## src/rtl/battle_sprite_pkg.sv

```systemverilog
// Shared types and sprite-sheet geometry for the battle-scene sprite animators.
package battle_sprite_pkg;

  localparam int unsigned SPRITE_DIM  = 56;
  localparam int unsigned SHEET_COLS  = 14;
  localparam int unsigned SHEET_ROWS  = 2;
  localparam int unsigned NUM_SPECIES = SHEET_COLS * SHEET_ROWS;

  typedef enum logic [2:0] {
    IDLE,
    SLIDE_IN,
    REST,
    HIT,
    FAINT
  } anim_state_t;

  typedef logic [4:0] species_t;

  function automatic logic [9:0] sheet_sel_x(input species_t sp);
    int unsigned col;
    col = 32'(sp) % SHEET_COLS;
    return 10'(col * SPRITE_DIM);
  endfunction

  function automatic logic [8:0] sheet_sel_y(input species_t sp);
    int unsigned row;
    row = 32'(sp) / SHEET_COLS;
    return 9'(row * SPRITE_DIM);
  endfunction

  function automatic logic species_valid(input species_t sp);
    return 32'(sp) < NUM_SPECIES;
  endfunction

endpackage

```

## src/rtl/frame_tick_gen.sv

```systemverilog
// Vsync falling-edge detector: one-cycle frame tick, shared by per-frame animators.
module frame_tick_gen (
  input  logic clk_in,
  input  logic rst_n_in,
  input  logic vsync_in,
  output logic tick_out
);

  logic sync_q, sync_d;
  logic prev_q, prev_d;

  always_comb begin
    sync_d = vsync_in;
    prev_d = sync_q;
  end

  // Both flops clear on reset, so the first tick needs a real high-then-low sample.
  always_ff @(posedge clk_in) begin
    if (!rst_n_in) begin
      sync_q <= 1'b0;
      prev_q <= 1'b0;
    end else begin
      sync_q <= sync_d;
      prev_q <= prev_d;
    end
  end

  assign tick_out = prev_q & ~sync_q;

endmodule

```

## src/rtl/front_sprite_animator.sv

```systemverilog
// Front-sprite motion/visibility controller; all motion advances on the frame tick.
// Optional horizontal shake during HIT is enabled by defining SPRITE_SHAKE_EN.
module front_sprite_animator
  import battle_sprite_pkg::*;
#(
  parameter int unsigned START_X      = 1024,
  parameter int unsigned REST_X       = 600,
  parameter int unsigned REST_Y       = 100,
  parameter int unsigned STEP_PX      = 8,
  parameter int unsigned BLINK_FRAMES = 4,
  parameter int unsigned HIT_TOGGLES  = 6
`ifdef SPRITE_SHAKE_EN
  ,
  parameter int unsigned SHAKE_PX     = 4
`endif
) (
  input  logic        pixel_clk_in,
  input  logic        rst_n_in,
  input  logic        vsync_in,
  input  logic        start_in,
  input  logic [4:0]  species_in,
  input  logic        hit_in,
  input  logic        faint_in,
  output logic [10:0] x_out,
  output logic [9:0]  y_out,
  output logic [9:0]  sprite_sel_x_out,
  output logic [8:0]  sprite_sel_y_out,
  output logic        visible_out,
  output logic        busy_out,
  output logic        done_out
);

  logic tick;

  frame_tick_gen u_tick (
    .clk_in   (pixel_clk_in),
    .rst_n_in (rst_n_in),
    .vsync_in (vsync_in),
    .tick_out (tick)
  );

  anim_state_t state_q, state_d;
  logic [10:0] x_q, x_d;
  logic [9:0]  y_q, y_d;
  logic [9:0]  sel_x_q, sel_x_d;
  logic [8:0]  sel_y_q, sel_y_d;
  logic        vis_q, vis_d;
  logic        busy_q, busy_d;
  logic        done_q, done_d;
  logic [7:0]  frame_cnt_q, frame_cnt_d;
  logic [7:0]  toggle_cnt_q, toggle_cnt_d;

  logic        pend_start_q, pend_start_d;
  logic        pend_hit_q, pend_hit_d;
  logic        pend_faint_q, pend_faint_d;
  logic [9:0]  pend_sel_x_q, pend_sel_x_d;
  logic [8:0]  pend_sel_y_q, pend_sel_y_d;

  // A tick consumes the pending set; a command arriving on the tick cycle waits for the next one.
  always_comb begin
    pend_start_d = pend_start_q;
    pend_hit_d   = pend_hit_q;
    pend_faint_d = pend_faint_q;
    pend_sel_x_d = pend_sel_x_q;
    pend_sel_y_d = pend_sel_y_q;
    if (tick) begin
      pend_start_d = 1'b0;
      pend_hit_d   = 1'b0;
      pend_faint_d = 1'b0;
    end
    if (start_in && species_valid(species_in)) begin
      pend_start_d = 1'b1;
      pend_sel_x_d = sheet_sel_x(species_in);
      pend_sel_y_d = sheet_sel_y(species_in);
    end
    if (hit_in) begin
      pend_hit_d = 1'b1;
    end
    if (faint_in) begin
      pend_faint_d = 1'b1;
    end
  end

  always_comb begin
    state_d      = state_q;
    x_d          = x_q;
    y_d          = y_q;
    sel_x_d      = sel_x_q;
    sel_y_d      = sel_y_q;
    vis_d        = vis_q;
    done_d       = 1'b0;
    frame_cnt_d  = frame_cnt_q;
    toggle_cnt_d = toggle_cnt_q;

    if (tick) begin
      if (pend_start_q) begin
        state_d      = SLIDE_IN;
        x_d          = 11'(START_X);
        y_d          = 10'(REST_Y);
        vis_d        = 1'b1;
        sel_x_d      = pend_sel_x_q;
        sel_y_d      = pend_sel_y_q;
        frame_cnt_d  = '0;
        toggle_cnt_d = '0;
      end else begin
        unique case (state_q)
          IDLE: begin
            vis_d = 1'b0;
          end
          SLIDE_IN: begin
            // Compare against REST_X + STEP_PX so the subtraction can never wrap.
            if ({1'b0, x_q} < 12'(REST_X + STEP_PX)) begin
              x_d = 11'(REST_X);
            end else begin
              x_d = x_q - 11'(STEP_PX);
            end
            if (x_d == 11'(REST_X)) begin
              state_d = REST;
              done_d  = 1'b1;
            end
          end
          REST: begin
            vis_d = 1'b1;
            if (pend_faint_q) begin
              state_d = FAINT;
            end else if (pend_hit_q) begin
              state_d      = HIT;
              frame_cnt_d  = '0;
              toggle_cnt_d = '0;
            end
          end
          HIT: begin
            if (pend_faint_q) begin
              state_d = FAINT;
              vis_d   = 1'b1;
              x_d     = 11'(REST_X);
            end else if (frame_cnt_q == 8'(BLINK_FRAMES - 1)) begin
              frame_cnt_d = '0;
              vis_d       = ~vis_q;
              if (toggle_cnt_q == 8'(HIT_TOGGLES - 1)) begin
                state_d      = REST;
                vis_d        = 1'b1;
                x_d          = 11'(REST_X);
                toggle_cnt_d = '0;
                done_d       = 1'b1;
              end else begin
                toggle_cnt_d = toggle_cnt_q + 8'd1;
              end
            end else begin
              frame_cnt_d = frame_cnt_q + 8'd1;
            end
          end
          FAINT: begin
            if (y_q >= 10'(REST_Y + SPRITE_DIM)) begin
              state_d = IDLE;
              vis_d   = 1'b0;
              y_d     = 10'(REST_Y);
              done_d  = 1'b1;
            end else begin
              y_d = y_q + 10'(STEP_PX);
            end
          end
          default: begin
            state_d = IDLE;
            vis_d   = 1'b0;
          end
        endcase
      end
`ifdef SPRITE_SHAKE_EN
      if (state_d == HIT) begin
        x_d = frame_cnt_d[0] ? 11'(REST_X - SHAKE_PX) : 11'(REST_X + SHAKE_PX);
      end
`endif
    end

    busy_d = (state_d == SLIDE_IN) || (state_d == HIT) || (state_d == FAINT);
  end

  always_ff @(posedge pixel_clk_in) begin
    if (!rst_n_in) begin
      state_q      <= IDLE;
      x_q          <= 11'(START_X);
      y_q          <= 10'(REST_Y);
      sel_x_q      <= '0;
      sel_y_q      <= '0;
      vis_q        <= 1'b0;
      busy_q       <= 1'b0;
      done_q       <= 1'b0;
      frame_cnt_q  <= '0;
      toggle_cnt_q <= '0;
      pend_start_q <= 1'b0;
      pend_hit_q   <= 1'b0;
      pend_faint_q <= 1'b0;
      pend_sel_x_q <= '0;
      pend_sel_y_q <= '0;
    end else begin
      state_q      <= state_d;
      x_q          <= x_d;
      y_q          <= y_d;
      sel_x_q      <= sel_x_d;
      sel_y_q      <= sel_y_d;
      vis_q        <= vis_d;
      busy_q       <= busy_d;
      done_q       <= done_d;
      frame_cnt_q  <= frame_cnt_d;
      toggle_cnt_q <= toggle_cnt_d;
      pend_start_q <= pend_start_d;
      pend_hit_q   <= pend_hit_d;
      pend_faint_q <= pend_faint_d;
      pend_sel_x_q <= pend_sel_x_d;
      pend_sel_y_q <= pend_sel_y_d;
    end
  end

  assign x_out            = x_q;
  assign y_out            = y_q;
  assign sprite_sel_x_out = sel_x_q;
  assign sprite_sel_y_out = sel_y_q;
  assign visible_out      = vis_q;
  assign busy_out         = busy_q;
  assign done_out         = done_q;

endmodule

```

## config.mk

```make
export PLATFORM = sky130hd
export DESIGN_NAME = front_sprite_animator
export DESIGN_NICKNAME = d
export VERILOG_FILES = /design/src/rtl/battle_sprite_pkg.sv /design/src/rtl/frame_tick_gen.sv /design/src/rtl/front_sprite_animator.sv
export SDC_FILE = /design/constraint.sdc
export NUM_CORES = 1
export LEC_CHECK = 0
export CORE_MARGIN = 3
export CORE_UTILIZATION = 30
export DETAILED_ROUTE_END_ITERATION = 12
export PLACE_DENSITY_LB_ADDON = 0.12
export SETUP_SLACK_MARGIN = 0.3
export SYNTH_ARGS = -nofsm -noshare
export SYNTH_HDL_FRONTEND = slang
export SYNTH_SLANG_ARGS = --single-unit
```

## constraint.sdc

```tcl
create_clock -name pixel_clk_in -period 8.87 [get_ports pixel_clk_in]
set_input_delay 2.2175 -clock pixel_clk_in [delete_from_list [all_inputs] [get_ports pixel_clk_in]]
set_output_delay 2.2175 -clock pixel_clk_in [all_outputs]
set_load 0.02 [all_outputs]
```

## After elaboration in Yosys (flattened, before gate mapping)

Index checks and enable logic that the tools add are counted.

- Register bits after elaboration: 74
- Logic and storage cells: 117
- Output and inout port bits: 43
- Input port bits: 11

- Bitwise operators: 5
- Multipliers: 2
- Magnitude comparators: 3
- Reduce and logical (&&, ||, !) cells: 17
- Div/mod/pow operators: 2
- Eq/ne operators: 18
- Muxes and demuxes: 49
- $add $sub $neg: 4

Operators with widths:

| operator | number |
|---|---|
| two-way mux 11 bit | 8 |
| two-way mux 8 bit | 9 |
| divider 5 x 4 -> 32 bit (second input constant) | 1 |
| remainder unit 5 x 4 -> 32 bit (second input constant) | 1 |
| multiplier 32 x 3 -> 6 bit (second input constant) | 1 |
| multiplier 32 x 3 -> 7 bit (second input constant) | 1 |
| one-hot mux 8 bit (2 select lines) | 2 |
| two-way mux 10 bit | 3 |
| two-way mux 3 bit | 9 |
| one-hot mux 11 bit (2 select lines) | 1 |
| adder 8 x 1 -> 8 bit (second input constant) | 2 |
| inequality test 3 bit (second input constant) | 5 |
| one-hot mux 3 bit (5 select lines) | 1 |
| two-way mux 1 bit | 14 |
| == test 11 x 10 -> 1 bit (second input constant) | 1 |
| less-than comparator 11 x 10 -> 1 bit (second input constant) | 1 |
| subtractor 11 x 4 -> 11 bit (second input constant) | 1 |
| adder 10 x 4 -> 10 bit (second input constant) | 1 |
| >= comparator 10 x 8 -> 1 bit (second input constant) | 1 |
| == test 3 x 2 -> 1 bit (second input constant) | 3 |
| == test 8 x 2 -> 1 bit (second input constant) | 1 |
| == test 8 x 3 -> 1 bit (second input constant) | 1 |
| inequality test 4 bit (second input constant) | 2 |
| AND reduction 4 bit | 2 |
| 17 further kinds | 28 |

## Logic depth before layout (Yosys ltp)

- Word-level depth: 13
- Mapped depth: 17
- Mapped depth without buffers: 17

## Hierarchy

A second synthesis with hierarchy kept.

- Cells, all modules: 446
- Area, all modules: 3791.1 um^2

By module, submodules not included:

| module | area each (um^2) | cells each | instances | sequential area each (um^2) |
|---|---|---|---|---|
| front_sprite_animator | 3728.6 | 441 | 1 | 1361.3 |
| frame_tick_gen | 62.6 | 5 | 1 | 40.0 |

## Least setup slack after synthesis

Ideal clock, no wire load.

- Path type: input port to flip-flop
- Start: input species_in[2]
- End: register pend_sel_x_q[9]
- Data required time: 8.783 ns
- Arrival: 5.293 ns
- Cell stages on the path: 14
- Setup time: 0.087 ns
- Path slack: 3.490 ns
- Buffers on the path: 0
- Cell sequence: nand2_1 inv_1 ha_1 and3b_1 a31oi_1 nand2_1 xnor2_1 fa_1 fa_1 inv_1 a21o_1 a21oi_1 xnor3_1 o31ai_1

- Cells in the longest elaborated chain, start to end: 2
- Elaborated cells on any way between the ends: 4
- Classes of those cells: 1 x mul; 1 x div; 1 x order compare; 1 x reduce/logical

Ends and longest elaborated chain:

| element | line | source |
|---|---|---|
| start, declared | front_sprite_animator.sv:21 | `input logic [4:0] species_in,` |
| remainder unit 5 x 4 -> 32 bit or less-than comparator 5 bit (tied branches) | battle_sprite_pkg.sv:21, battle_sprite_pkg.sv:32 |  |
| multiplier 32 x 3 -> 7 bit or logical AND 1 bit (tied branches) | battle_sprite_pkg.sv:22, front_sprite_animator.sv:71 |  |
| end signal, assigned | front_sprite_animator.sv:210 | `pend_sel_x_q <= pend_sel_x_d;` |
| end, declared | front_sprite_animator.sv:56 | `logic [9:0] pend_sel_x_q, pend_sel_x_d;` |

Several ways; a longest one is shown, not always the timed one.
A chain may end at the register's enable or synchronous reset.

## Final worst setup path

- Start: input species_in[3]
- End: register pend_sel_x_q[9]

The elaborated chain is that of the path after synthesis.

==> results.cfg <==
[global_routing]
globalRouteMet3Util = 0.0301
grt_pass1_wl_um = 15900
first_global_vias = 3197
grt_usage = 0.137
met1_usage = 0.174
grt_most_used_layer = met2
groute.layer.met2.usage = 0.225
grt_remaining_overflow = 0
grt_start_max_net_pins = 38
antenna_found_initial = 0

[hold_path]
hold_path.class = register to register

[synth]
post_synth_most_frequent_cells = 70 x sky130_fd_sc_hd__dfxtp_1, 59 x sky130_fd_sc_hd__nand2_1, 42 x sky130_fd_sc_hd__a21oi_1
netlist.top_cell.by_area = sky130_fd_sc_hd__dfxtp_1
synth.lib_cells_used.distinct = 65
asyncSetResetFlopFracSynth = 0
postSynthRegisterBits = 70
synth-main-ff-cell = sky130_fd_sc_hd__dfxtp_1
synth.yosys.warnings = 0
synth_most_common_cell = sky130_fd_sc_hd__dfxtp_1
syn_inst = 448
synth.avg_cell_area_um2 = 8.44
synthTopCellsByArea = sky130_fd_sc_hd__dfxtp_1 37%, sky130_fd_sc_hd__nand2_1 5.9%, sky130_fd_sc_hd__a21oi_1 5.6%
synthDominantCellAreaShare = 0.371
synth_seq_area_share = 0.371
area_of_the_mapped_netlist_mm2 = 0.00378
synth-edff-count = 0

[layout]
fin_util = 0.379
postLayoutCellArea_mm2 = 0.00461
area_grow_syn2layout_pct = 22.0
nets = 514
finalNonFillerCells = 656
post_route_cells_drive_above_1_share = 0.0676
antenna_cells = 0

[timing]
tns_ns = 0
setup_viol = 0
max_freq_ghz = 0.168
grt_setup_unrepaired = false
fin_crit_ns = 5.96
timing.slew.headroom = 0.408
slew_at_the_pin_closest_to_its_max_slew_limit_ns = 0.888
timing_hold_violations_final = 0
maxSlewViolCount = 0
min_period_over_period = 0.671
fin_worst_skew_ns = 0.00700
fin_hold_ws_ns = 0.445

[power_and_ir_drop]
static-leakage-power_nw = 1.70
powerDensity_mw_per_mm2 = 174
ir_worst_vdd_mv = 0.0821

[cts]
cts_hold_repair.buffers = 0
post_cts_buffers = 0
cts_made_buffers = 9
tritoncts_clock_tree = yes
cts.reportedPaths.clkPinSlew_ns = 0.06
cts.sinks = 70
post_cts.resized_instances = 0
worstSkewPairLatency_ns = 0.34
max-clock-path-buffers = 2
htreeDepth = 3
cts-root-buf = sky130_fd_sc_hd__clkbuf_16

[die]
rows = 40
core_region_area_mm2 = 0.0122
floorplan.io_pins = 54
fp.dieW_um = 118
floorplan.die_area_mm2 = 0.0140
effective_utilization_at_floorplan = 0.311
fp.dieH_um = 118

[route]
drt_pre_antenna_iters = 4
wl_per_cell_um = 14.0
drcViolationCount = 0
vias_per_cell = 5.00
detailedRoute.firstIterationViolations = 221
drt_wl_total_um = 9180
vias = 3281
ant_nets = 0

[setup_path]
critical-path-top-delay-family = adder cells
critical_path_class = input port to register
critPathMaxStageDelay_ns = 0.53
crit_path_start_kind = input port
critical_path_cell_by_cell = clkdlybuf4s50_1, nand2_1, inv_1, ha_1, and3b_1, a31oi_1, nand2_1, xnor2_1, fa_1, fa_1, inv_1, a21o_1, a21oi_1, xnor3_1, o31ai_1
worst-path-buf-inv = 3
critical_path_arrival_ns = 6.21
endpoint_kind = register
critical-path-slowest-cell = sky130_fd_sc_hd__fa_1
timing.critical_path.fanout_max = 7
req_time_crit_path_ns = 9.12

[placed_design]
place_congestion = 0.869
dp.final_hpwl_um = 6440
placement.io_buffers = 44
placement.cell_area_mm2 = 0.00432
count_of_placed_standard_cells_including_taps = 640

[job]
maxCapViolations = 0

[status]
outcome = finished, final reports clean
-- cell families (layout without fill, tap and decap cells) --
group | Yosys count | after routing | share of synthesized area
DFF | 70 | 70 | 0.371
buffers and inverters | 52 | 84 | 0.0629
and+or+nand+nor | 174 | 174 | 0.241
other | 1 | 9 | 0.000992
AOI/OAI and AO/OA | 105 | 105 | 0.185
adders and majority gates | 20 | 20 | 0.0741
xor gates and xnor gates | 23 | 23 | 0.0569
muxes | 3 | 3 | 0.00794
-- state kept, by name, indices dropped and copies added, names as in the netlist, 3 cells and up --
register and flops:
y_out 8, toggle_cnt_q 8, frame_cnt_q 8, x_out 11, pend_sel_x_q 7, state_q 3
sprite_sel_x_out 7, pend_sel_y_q 5, sprite_sel_y_out 5
-- path summary, 6_finish.rpt --
check,from,to,slack (ns),depth (start not counted)
worst max-delay path,species_in[3],pend_sel_x_q[9],2.91,15
worst min-delay path,y_out[9],y_out[9],0.44,2
worst max register to register,frame_cnt_q[0],x_out[6],6.29,6
worst min register to register,y_out[9],y_out[9],0.44,2
-- cells in the final DEF (no fill, tap or decap), types with 7 or more instances in the layout --
master,n
sky130_fd_sc_hd__xnor2_1,15
sky130_fd_sc_hd__nand2_1,59
sky130_fd_sc_hd__clkdlybuf4s50_1,44
sky130_fd_sc_hd__conb_1,9
sky130_fd_sc_hd__xor2_1,7
sky130_fd_sc_hd__nand3_1,13
sky130_fd_sc_hd__and2_1,7
sky130_fd_sc_hd__nand4_1,7
sky130_fd_sc_hd__ha_1,16
sky130_fd_sc_hd__a21oi_1,42
sky130_fd_sc_hd__clkbuf_16,9
sky130_fd_sc_hd__o21ai_0,14
sky130_fd_sc_hd__nor4_1,8
sky130_fd_sc_hd__nor2_1,35
sky130_fd_sc_hd__inv_1,21
sky130_fd_sc_hd__nand2b_1,7
sky130_fd_sc_hd__nor3_1,7
sky130_fd_sc_hd__dfxtp_1,70
-- per-stage QoR --
stage               worst slack, ns  power (W)
global route                   2.47   0.000846
finish                         2.91   0.000804
global placement               2.74   0.000451
detailed placement             2.53   0.000452
CTS                            2.88   0.000818
floorplan                      3.49   0.000425
-- report_power, final --
part           internal (W)  switching [W]  leakage, nW  total [W]
logic             0.0000462      0.0000625        0.989   0.000109
registers          0.000325     0.00000982        0.568   0.000335
clock network      0.000218       0.000142        0.140   0.000360
-- routing by layer --
metal / up-vias / share of wire
met5: - / 0
met4: 0 / 0.018
met3: 10 / 0.039
met2: 69 / 0.48
met1: 1565 / 0.47
li1: 1637 / -
-- layout make-up --
type / instances / area [µm²]
clock inverters: 5 / 60.1
repair buffers: 46 / 455
flip-flops and latches: 70 / 1400
well taps: 168 / 210
clock buffers: 11 / 233
multi-input cells: 334 / 2170
inverters: 22 / 82.6
fillers: 1243 / 7550
-- worst register-to-register path: cells and delay by family, from the launching register on --
kind	cells	cell delay (ns)
AO/OA/AOI/OAI	3	0.90
AND/OR/NAND/NOR	2	1.05
adder cells (fa/ha/maj)	1	0.18
flip-flops	1	0.37
Power figures use the tool's default switching activity.
